**config.mk**
```make
export PLATFORM = sky130hd
export DESIGN_NAME = layer_pingpong_ram_flat
export DESIGN_NICKNAME = d
export VERILOG_FILES = /design/src/rtl/layer_pingpong_ram_if.sv /design/src/rtl/layer_pingpong_ram.sv /design/src/flat_wrapper.sv
export SDC_FILE = /design/constraint.sdc
export NUM_CORES = 1
export LEC_CHECK = 0
export CORE_UTILIZATION = 28
export CTS_BUF_LIST = sky130_fd_sc_hd__clkbuf_8
export DETAILED_ROUTE_END_ITERATION = 6
export PLACE_DENSITY = 0.53
export SKIP_LAST_GASP = 1
export SYNTH_ARGS = -nofsm -noshare
export SYNTH_HDL_FRONTEND = slang
export SYNTH_SLANG_ARGS = --single-unit
```
**constraint.sdc**
```tcl
create_clock -name clk -period 2.65 [get_ports clk]
set_input_delay 0.6625 -clock clk [delete_from_list [all_inputs] [get_ports clk]]
set_output_delay 0.6625 -clock clk [all_outputs]
set_load 0.03 [all_outputs]
```
**src/rtl/layer_pingpong_ram_if.sv**
```systemverilog
// Bundle of producer/consumer signals for the ping-pong layer memory.
// Latency: none (wiring only).
// Backpressure: w_ready/r_ready tell each side when its bank may be used.
// Ports (signals):
//   producer side: w_en, w_addr, data_in, w_done -> ; <- w_ready, wr_bank, err_wr
//   consumer side: r_en, r_addr, r_done -> ; <- data_out, r_valid, r_ready, rd_bank, err_rd
// Modports: master = the layers driving requests, slave = the memory.
interface layer_pingpong_ram_if #(
    parameter int D_WIDTH = 4,
    parameter int A_WIDTH = 4
);
    logic               w_en;
    logic [A_WIDTH-1:0] w_addr;
    logic [D_WIDTH-1:0] data_in;
    logic               w_done;
    logic               w_ready;
    logic               r_en;
    logic [A_WIDTH-1:0] r_addr;
    logic [D_WIDTH-1:0] data_out;
    logic               r_valid;
    logic               r_done;
    logic               r_ready;
    logic               wr_bank;
    logic               rd_bank;
    logic               err_wr;
    logic               err_rd;

    modport master (
        output w_en, w_addr, data_in, w_done, r_en, r_addr, r_done,
        input  w_ready, data_out, r_valid, r_ready, wr_bank, rd_bank, err_wr, err_rd
    );

    modport slave (
        input  w_en, w_addr, data_in, w_done, r_en, r_addr, r_done,
        output w_ready, data_out, r_valid, r_ready, wr_bank, rd_bank, err_wr, err_rd
    );
endinterface

```
**src/rtl/layer_pingpong_ram.sv**
```systemverilog
// Double-buffered layer activation memory: producer fills one bank, consumer reads the other.
// Latency: read data and r_valid appear exactly 1 clock after an accepted r_en.
// Backpressure: w_ready drops when both banks are full, r_ready drops when both are empty;
//               requests made while not ready are dropped and raise sticky err_wr/err_rd.
// Ports: clk, rst (sync, active-high) plus one layer_pingpong_ram_if.slave bundle.
module layer_pingpong_ram #(
    parameter int D_WIDTH   = 4,
    parameter int A_WIDTH   = 4,
    parameter int AUTO_DONE = 0
) (
    input  logic                    clk,
    input  logic                    rst,
    layer_pingpong_ram_if.slave     bus
);
    localparam int DEPTH = 2 ** A_WIDTH;
    localparam bit AUTO  = (AUTO_DONE != 0);

    // Both banks live in one array addressed {bank, addr}.
    logic [D_WIDTH-1:0] mem [0:2*DEPTH-1];

    logic       wr_sel;
    logic       rd_sel;
    logic [1:0] full;
    logic [1:0] full_nxt;

    logic w_ready_i;
    logic r_ready_i;
    logic wr_fire;
    logic wdone_fire;
    logic rd_fire;
    logic rdone_fire;
    logic auto_hit;

    assign w_ready_i = ~full[wr_sel];
    assign r_ready_i = full[rd_sel];

    assign wr_fire    = bus.w_en & w_ready_i;
    assign auto_hit   = AUTO & bus.w_en & (bus.w_addr == {A_WIDTH{1'b1}});
    assign wdone_fire = (bus.w_done | auto_hit) & w_ready_i;
    assign rd_fire    = bus.r_en & r_ready_i;
    assign rdone_fire = bus.r_done & r_ready_i;

    // The write bank is always empty and the read bank always full, so
    // when both dones fire they touch different bits of full.
    always_comb begin
        full_nxt = full;
        if (wdone_fire) begin
            full_nxt[wr_sel] = 1'b1;
        end
        if (rdone_fire) begin
            full_nxt[rd_sel] = 1'b0;
        end
    end

    always_ff @(posedge clk) begin
        if (rst) begin
            wr_sel     <= 1'b0;
            rd_sel     <= 1'b0;
            full       <= 2'b00;
            bus.err_wr <= 1'b0;
            bus.err_rd <= 1'b0;
        end else begin
            full <= full_nxt;
            if (wdone_fire) begin
                wr_sel <= ~wr_sel;
            end
            if (rdone_fire) begin
                rd_sel <= ~rd_sel;
            end
            if ((bus.w_en | bus.w_done) & ~w_ready_i) begin
                bus.err_wr <= 1'b1;
            end
            if ((bus.r_en | bus.r_done) & ~r_ready_i) begin
                bus.err_rd <= 1'b1;
            end
        end
    end

    // Write uses the pre-swap wr_sel, so a write coinciding with done lands
    // in the bank being handed over. Contents survive reset.
    always_ff @(posedge clk) begin
        if (!rst && wr_fire) begin
            mem[{wr_sel, bus.w_addr}] <= bus.data_in;
        end
    end

    // Registered read port; data_out holds its value between reads.
    always_ff @(posedge clk) begin
        if (rst) begin
            bus.data_out <= '0;
            bus.r_valid  <= 1'b0;
        end else begin
            bus.r_valid <= rd_fire;
            if (rd_fire) begin
                bus.data_out <= mem[{rd_sel, bus.r_addr}];
            end
        end
    end

    assign bus.w_ready = w_ready_i;
    assign bus.r_ready = r_ready_i;
    assign bus.wr_bank = wr_sel;
    assign bus.rd_bank = rd_sel;
endmodule

```
**src/flat_wrapper.sv**
```systemverilog
// flat-port wrapper written by rule: the top's interface ports become plain ports
module layer_pingpong_ram_flat 
#(
    parameter int D_WIDTH   = 4,
    parameter int A_WIDTH   = 4,
    parameter int AUTO_DONE = 0
)
  (clk, rst, bus_w_en, bus_w_addr, bus_data_in, bus_w_done, bus_r_en, bus_r_addr, bus_r_done, bus_w_ready, bus_data_out, bus_r_valid, bus_r_ready, bus_wr_bank, bus_rd_bank, bus_err_wr, bus_err_rd);
  layer_pingpong_ram_if #(.D_WIDTH(D_WIDTH), .A_WIDTH(A_WIDTH)) bus_i ();
  input  logic clk;
  input  logic rst;
  input wire logic [$bits(bus_i.w_en)-1:0] bus_w_en;
  input wire logic [$bits(bus_i.w_addr)-1:0] bus_w_addr;
  input wire logic [$bits(bus_i.data_in)-1:0] bus_data_in;
  input wire logic [$bits(bus_i.w_done)-1:0] bus_w_done;
  input wire logic [$bits(bus_i.r_en)-1:0] bus_r_en;
  input wire logic [$bits(bus_i.r_addr)-1:0] bus_r_addr;
  input wire logic [$bits(bus_i.r_done)-1:0] bus_r_done;
  output wire logic [$bits(bus_i.w_ready)-1:0] bus_w_ready;
  output wire logic [$bits(bus_i.data_out)-1:0] bus_data_out;
  output wire logic [$bits(bus_i.r_valid)-1:0] bus_r_valid;
  output wire logic [$bits(bus_i.r_ready)-1:0] bus_r_ready;
  output wire logic [$bits(bus_i.wr_bank)-1:0] bus_wr_bank;
  output wire logic [$bits(bus_i.rd_bank)-1:0] bus_rd_bank;
  output wire logic [$bits(bus_i.err_wr)-1:0] bus_err_wr;
  output wire logic [$bits(bus_i.err_rd)-1:0] bus_err_rd;
  assign bus_i.w_en = bus_w_en;
  assign bus_i.w_addr = bus_w_addr;
  assign bus_i.data_in = bus_data_in;
  assign bus_i.w_done = bus_w_done;
  assign bus_i.r_en = bus_r_en;
  assign bus_i.r_addr = bus_r_addr;
  assign bus_i.r_done = bus_r_done;
  assign bus_w_ready = bus_i.w_ready;
  assign bus_data_out = bus_i.data_out;
  assign bus_r_valid = bus_i.r_valid;
  assign bus_r_ready = bus_i.r_ready;
  assign bus_wr_bank = bus_i.wr_bank;
  assign bus_rd_bank = bus_i.rd_bank;
  assign bus_err_wr = bus_i.err_wr;
  assign bus_err_rd = bus_i.err_rd;
  layer_pingpong_ram #(.D_WIDTH(D_WIDTH), .A_WIDTH(A_WIDTH), .AUTO_DONE(AUTO_DONE)) u_core (.clk(clk), .rst(rst), .bus(bus_i));
endmodule
```
Word-level counts from Yosys, hierarchy flattened:

Memories as Yosys holds them, arrays and structs flattened. A register that Yosys moved wholly into a read port is not among the register bits.
Cells that the tools add are included.

* register bits: 7
* memory bits (writable): 128
* bits of input ports: 18
* output and inout bits: 11
* logic and storage cells: 42
* memories kept: 1

* order comparisons: 4
* mux-type cells: 12
* bitwise operators: 15
* reductions and logical operators: 4

Memory list
* u_core.mem: words 32, width 4, rd ports 1, clocked after memory_dff 1, write ports 1, RTL line layer_pingpong_ram.sv:19 `logic [D_WIDTH-1:0] mem [0:2*DEPTH-1];`

Operators by type and width (count)
* 1-bit two-way mux: 8
* 1-bit bitwise AND: 6
* 1-bit by 2-bit < comparator with 1-bit output (second input constant): 2
* 2-bit two-way mux: 2
* 1-bit inverter: 4
* 1-bit logical AND: 3
* 2-bit bitwise AND: 1
* 1-bit demux with 1-bit select: 2
* 1-bit greater-or-equal comparator (second input constant): 2
* 2-bit inverter: 1
* 1-bit bitwise OR: 2
* 2-bit bitwise OR: 1
* 1-bit zero test: 1

Logic depth before layout (Yosys ltp):

* word-level depth: 8
* mapped depth: 7
* gate-level depth less buffers: 5

Least setup slack after synthesis:

OpenSTA, ideal clock, no wires.

* kind: reg2reg
* from: register u_core.wr_sel, in the netlist u_core.bus.wr_bank
* to: memory u_core.mem[28][0], enable pin
* setup time: 329 ps
* arrival: 2145 ps
* required time: 2321 ps
* path slack: 176 ps
* cell stages (with the launch flop): 6
* path buffers: 1
* clock period less this slack: 2474 ps
* path through: dfxtp_1 mux2i_1 nand3b_1 or3_1 clkbuf_1 nor2_1

* cells in the longest elaborated chain, start to end: 7

Ends and longest elaborated chain
* start: declaration: RTL line layer_pingpong_ram.sv:21 `logic wr_sel;`
* start signal: assignment: RTL line layer_pingpong_ram.sv:65 `wr_sel <= ~wr_sel;`
* 1-bit two-way mux (implied by the code) (2 in a row): RTL line layer_pingpong_ram.sv:34 `assign w_ready_i = ~full[wr_sel];`
* 1-bit inverter: RTL line layer_pingpong_ram.sv:34
* named net bus_w_ready: RTL line flat_wrapper.sv:19 `output wire logic [$bits(bus_i.w_ready)-1:0] bus_w_ready;`
* 1-bit bitwise AND: RTL line layer_pingpong_ram.sv:37 `assign wr_fire = bus.w_en & w_ready_i;`
* 1-bit logical AND: RTL line layer_pingpong_ram.sv:82 `if (!rst && wr_fire) begin`
* 1-bit two-way mux: RTL line layer_pingpong_ram.sv:82
* 1-bit two-way mux (implied by the code): RTL line layer_pingpong_ram.sv:83 `mem[{wr_sel, bus.w_addr}] <= bus.data_in;`
* end: declaration: RTL line layer_pingpong_ram.sv:19

The timed path passes the listed nets, and every way through them passes these cells. The select of a mux whose other input is x is not followed.

Worst setup path after layout:

* from: register u_core.rd_sel, in the netlist u_core.bus.rd_bank
* to: output bus_r_ready

* cells in the longest elaborated chain, start to end: 2

Ends and longest elaborated chain
* start: declaration: RTL line layer_pingpong_ram.sv:22 `logic rd_sel;`
* start signal: assignment: RTL line layer_pingpong_ram.sv:68 `rd_sel <= ~rd_sel;`
* 1-bit two-way mux (implied by the code) (2 in a row): RTL line layer_pingpong_ram.sv:35 `assign r_ready_i = full[rd_sel];`
* end: declaration: RTL line flat_wrapper.sv:22 `output wire logic [$bits(bus_i.r_ready)-1:0] bus_r_ready;`

Every way passes these cells. The select of a mux whose other input is x is not followed.

==> impl_metrics.env <==
export IMPL_crit_path_max_incr_delay_ns=0.59
export IMPL_maxClockFrequency_mhz=399
export IMPL_critical_r2r_launch="u_core.bus.wr_bank"
export IMPL_final_critical_path_setup_slack_ns=0.147
export IMPL_path_cells="mux2i_1, inv_1, clkdlybuf4s50_1"
export IMPL_power_frac_seq=0.531
export IMPL_synth_seq_area_share=0.717
export IMPL_timing_worst_slew_pin_value_ns=1.17
export IMPL_port_buffer_count=28
export IMPL_clock_sinks=139
export IMPL_most_common_layout_cells="sky130_fd_sc_hd__edfxtp_1, sky130_fd_sc_hd__mux2i_1, sky130_fd_sc_hd__nor2_1, sky130_fd_sc_hd__a22oi_1, sky130_fd_sc_hd__clkdlybuf4s50_1"
export IMPL_power_per_cell_area_nw_per_um2=674
export IMPL_grt_setup_unrepaired="false"
export IMPL_relSlewSlack=0.216
export IMPL_critical_path_class="reg2out"
export IMPL_netSwitchingPower_mw=1.07
export IMPL_outcome="completed"
export IMPL_grt_pass1_wl_um=18900
export IMPL_yosys_most_used_dff="sky130_fd_sc_hd__edfxtp_1"
export IMPL_layout_commonest_cell="sky130_fd_sc_hd__edfxtp_1"
export IMPL_floorplan_rows=51
export IMPL_antennaDiodeCount=0
export IMPL_first_iter_violations=214
export IMPL_postRouteAntennaNets=0
export IMPL_dp_slack_ns=-0.262
export IMPL_vdd_drop_max_mv=0.310
export IMPL_synthesis_area_um2=5670
export IMPL_final_min_period_over_clock_period=0.945
export IMPL_path_buf_inv=2
export IMPL_synth_enable_flop_cells=128
export IMPL_asyncSetResetFlopFracSynth=0
export IMPL_holdCritPathClass="reg2reg"
export IMPL_hpwlAfterDp_um=8120
export IMPL_total_power_mw=4.57
export IMPL_worstHoldPathCells=2
export IMPL_overflow=0
export IMPL_avgRoutedWirePerCell_um=17.8
export IMPL_rr_endpoint="u_core.mem[8][0]"
export IMPL_finalWeightedCongestion=0.792
export IMPL_drv_slew=0
export IMPL_report_final_hold_viol_count=0
export IMPL_nets=433
export IMPL_setup_viol=0
export IMPL_vias_per_cell=4.56
export IMPL_share_of_cells_above_drive_strength_1=0.152
export IMPL_cts_made_buffers=17
export IMPL_initial_core_util=0.289
export IMPL_netSwitchingFraction=0.234
export IMPL_critical_path_top_delay_family="buffers and inverters"
export IMPL_number_of_synthesized_register_bits=139
export IMPL_yosysUniqueCellTypes=31
export IMPL_design_die_area_um2=20800
export IMPL_globalRouteTotalUtil=0.131
export IMPL_tritoncts="yes"
export IMPL_detail_route_first_pass_iterations=5
export IMPL_pwr_share_comb=0.077
export IMPL_synthToLayoutAreaGrowth_pct=19.6
export IMPL_critical_path_slowest_cell="sky130_fd_sc_hd__clkdlybuf4s50_1"
export IMPL_antenna_found_initial=0
export IMPL_cellLeakagePower_nw=2.30
export IMPL_synth_area_per_cell_um2=15.6
export IMPL_cts_root_buf="sky130_fd_sc_hd__clkbuf_8"
export IMPL_syn_instance_count=363
export IMPL_area_of_the_core_um2=19700
export IMPL_synth_fp_nets=381
export IMPL_vias=3157
export IMPL_cap_violations=0
export IMPL_worstSkewPairLatency_ns=0.45
export IMPL_power_internal_mw=3.50
export IMPL_clk_transition_reported_paths_ns=0.08
export IMPL_worst_setup_path_end_kind="output pin"
export IMPL_synth_warnings=0
export IMPL_drcViolationCount=0
export IMPL_floorplan_die_width_um=144
export IMPL_min_period_ns=2.50
export IMPL_cts_max_level=4
export IMPL_critPathRequiredTime_ns=1.99
export IMPL_cts_setup_buffers=0
export IMPL_cts_hold_fix_buffers=0
export IMPL_wl_um=12400
export IMPL_hold_path_endpoint="u_core.bus.err_rd"
export IMPL_cts_path_max_buffers=2
export IMPL_fin_worst_skew_ns=0.00803
export IMPL_grt_start_max_net_pins=43
export IMPL_clkPwrFrac=0.392
export IMPL_worst_ep_arrival_time_ns=1.84
export IMPL_critical_path_max_fanout=9
export IMPL_worstHoldStart="u_core.bus.err_rd"
export IMPL_ff2ff_path_depth=5
export IMPL_design_portCount=29
export IMPL_vias_in_the_first_global_route=3189
export IMPL_r2r_slack_ns=0.64
export IMPL_die_height_um=144
export IMPL_worst_setup_path_start_kind="flip-flop"
export IMPL_nFillCells=1957
==> layer usage <==
metal,wire length [um],GRT usage,part of all wire
met1,5540,0.168,0.45
met2,5800,0.202,0.47
met3,800,0.0377,0.065
met4,223,0.0587,0.018
met5,0,0,0
==> kinds of logic (layout without fill, tap and decap cells) <==
| kind of cell | after synthesis | count (layout) | synth area share |
|---|---|---|---|
| flip-flops | 139 | 139 | 0.717 |
| multiplexers | 66 | 66 | 0.117 |
| AND/OR/NAND/NOR | 79 | 79 | 0.0675 |
| buffers and inverters | 21 | 86 | 0.0282 |
| AO/OA/AOI/OAI | 58 | 58 | 0.0710 |
==> cell usage after synthesis, types with 4 or more instances <==
master,number,share of area
sky130_fd_sc_hd__nand2_1,5,0.0033
sky130_fd_sc_hd__a21oi_1,19,0.017
sky130_fd_sc_hd__edfxtp_1,128,0.68
sky130_fd_sc_hd__nor2b_1,6,0.0066
sky130_fd_sc_hd__a22oi_1,32,0.042
sky130_fd_sc_hd__buf_6,4,0.0079
sky130_fd_sc_hd__clkbuf_1,7,0.0046
sky130_fd_sc_hd__or4_1,4,0.0053
sky130_fd_sc_hd__mux2i_1,66,0.12
sky130_fd_sc_hd__nand3b_1,5,0.0066
sky130_fd_sc_hd__nor2_1,45,0.030
sky130_fd_sc_hd__a211oi_2,4,0.0088
sky130_fd_sc_hd__dfxtp_1,11,0.039
==> worst max-delay path by stage <==
stage / start / endpoint / slack (ns) / cells past startpoint
final: u_core.bus.rd_bank / bus_r_ready / 0.15 / 3
after global routing: u_core.bus.rd_bank / bus_r_ready / 0.005 / 3
after CTS: u_core.bus.wr_bank / bus_w_ready / 0.08 / 2
after detailed placement: bus_r_addr[2] / u_core.bus.data_out[0] / -0.26 / 7
after global placement: bus_r_addr[2] / u_core.bus.data_out[0] / -0.18 / 7
after floorplan: u_core.bus.wr_bank / u_core.mem[28][0] / 0.18 / 5
==> power groups by stage <==
stage	registers (mW)	logic [mW]	clock network, mW
after global routing	2.43	0.381	1.93
after CTS	2.43	0.357	1.84
after detailed placement	2.48	0.357	0
after global placement	2.48	0.353	0
after floorplan	2.49	0.182	0
final	2.43	0.351	1.79
==> through the flow <==
stage | std cells | TNS [ns] | hold slack, ns | cell area (um2) | utilization
floorplan | 363 | 0 | 0.509 | 5670 | -
global placement | 661 | -0.603 | 0.440 | 6360 | 0.323
detailed placement | 661 | -0.849 | 0.454 | 6360 | 0.323
CTS | 693 | 0 | 0.471 | 6780 | 0.345
global route | 693 | 0 | 0.500 | 6780 | 0.345
finish | 693 | 0 | 0.461 | 6780 | 0.345
==> worst reg2reg max path, delay by kind of cell, from the launching register on <==
kind                   cells  cell delay [ns]
AND/OR/NAND/NOR            3             0.79
flip-flops                 1             0.36
multiplexers               1             0.34
buffers and inverters      1             0.20
==> final cells by class <==
cell class	count	area [um2]	share of cell area
Clock buffer	17	234	0.0345
Clock inverter	15	188	0.0277
Inverter	2	7.51	0.00111
Multi-Input combinational cell	203	1450	0.213
Sequential cell	139	4070	0.599
Tap cell	265	332	0.0489
Timing Repair Buffer	52	510	0.0753
==> registers in the layout (all words and copies together), names as in the netlist <==
signal	flops
u_core.bus.rd_bank	1
u_core.bus.err_wr	1
u_core.full	2
u_core.bus.r_valid	1
u_core.mem	128
u_core.bus.err_rd	1
u_core.bus.data_out	4
u_core.bus.wr_bank	1
==> repair_timing <==
| action | CTS | global route |
|---|---|---|
| gates cloned | 0 | 0 |
| pin swaps | 0 | 0 |
| resized for setup | 1 | 1 |
| endpoints found under the setup margin | 1 | 1 |
| hold endpoints to repair | 0 | 0 |
Note: power is estimated with default switching activity, not from simulation.
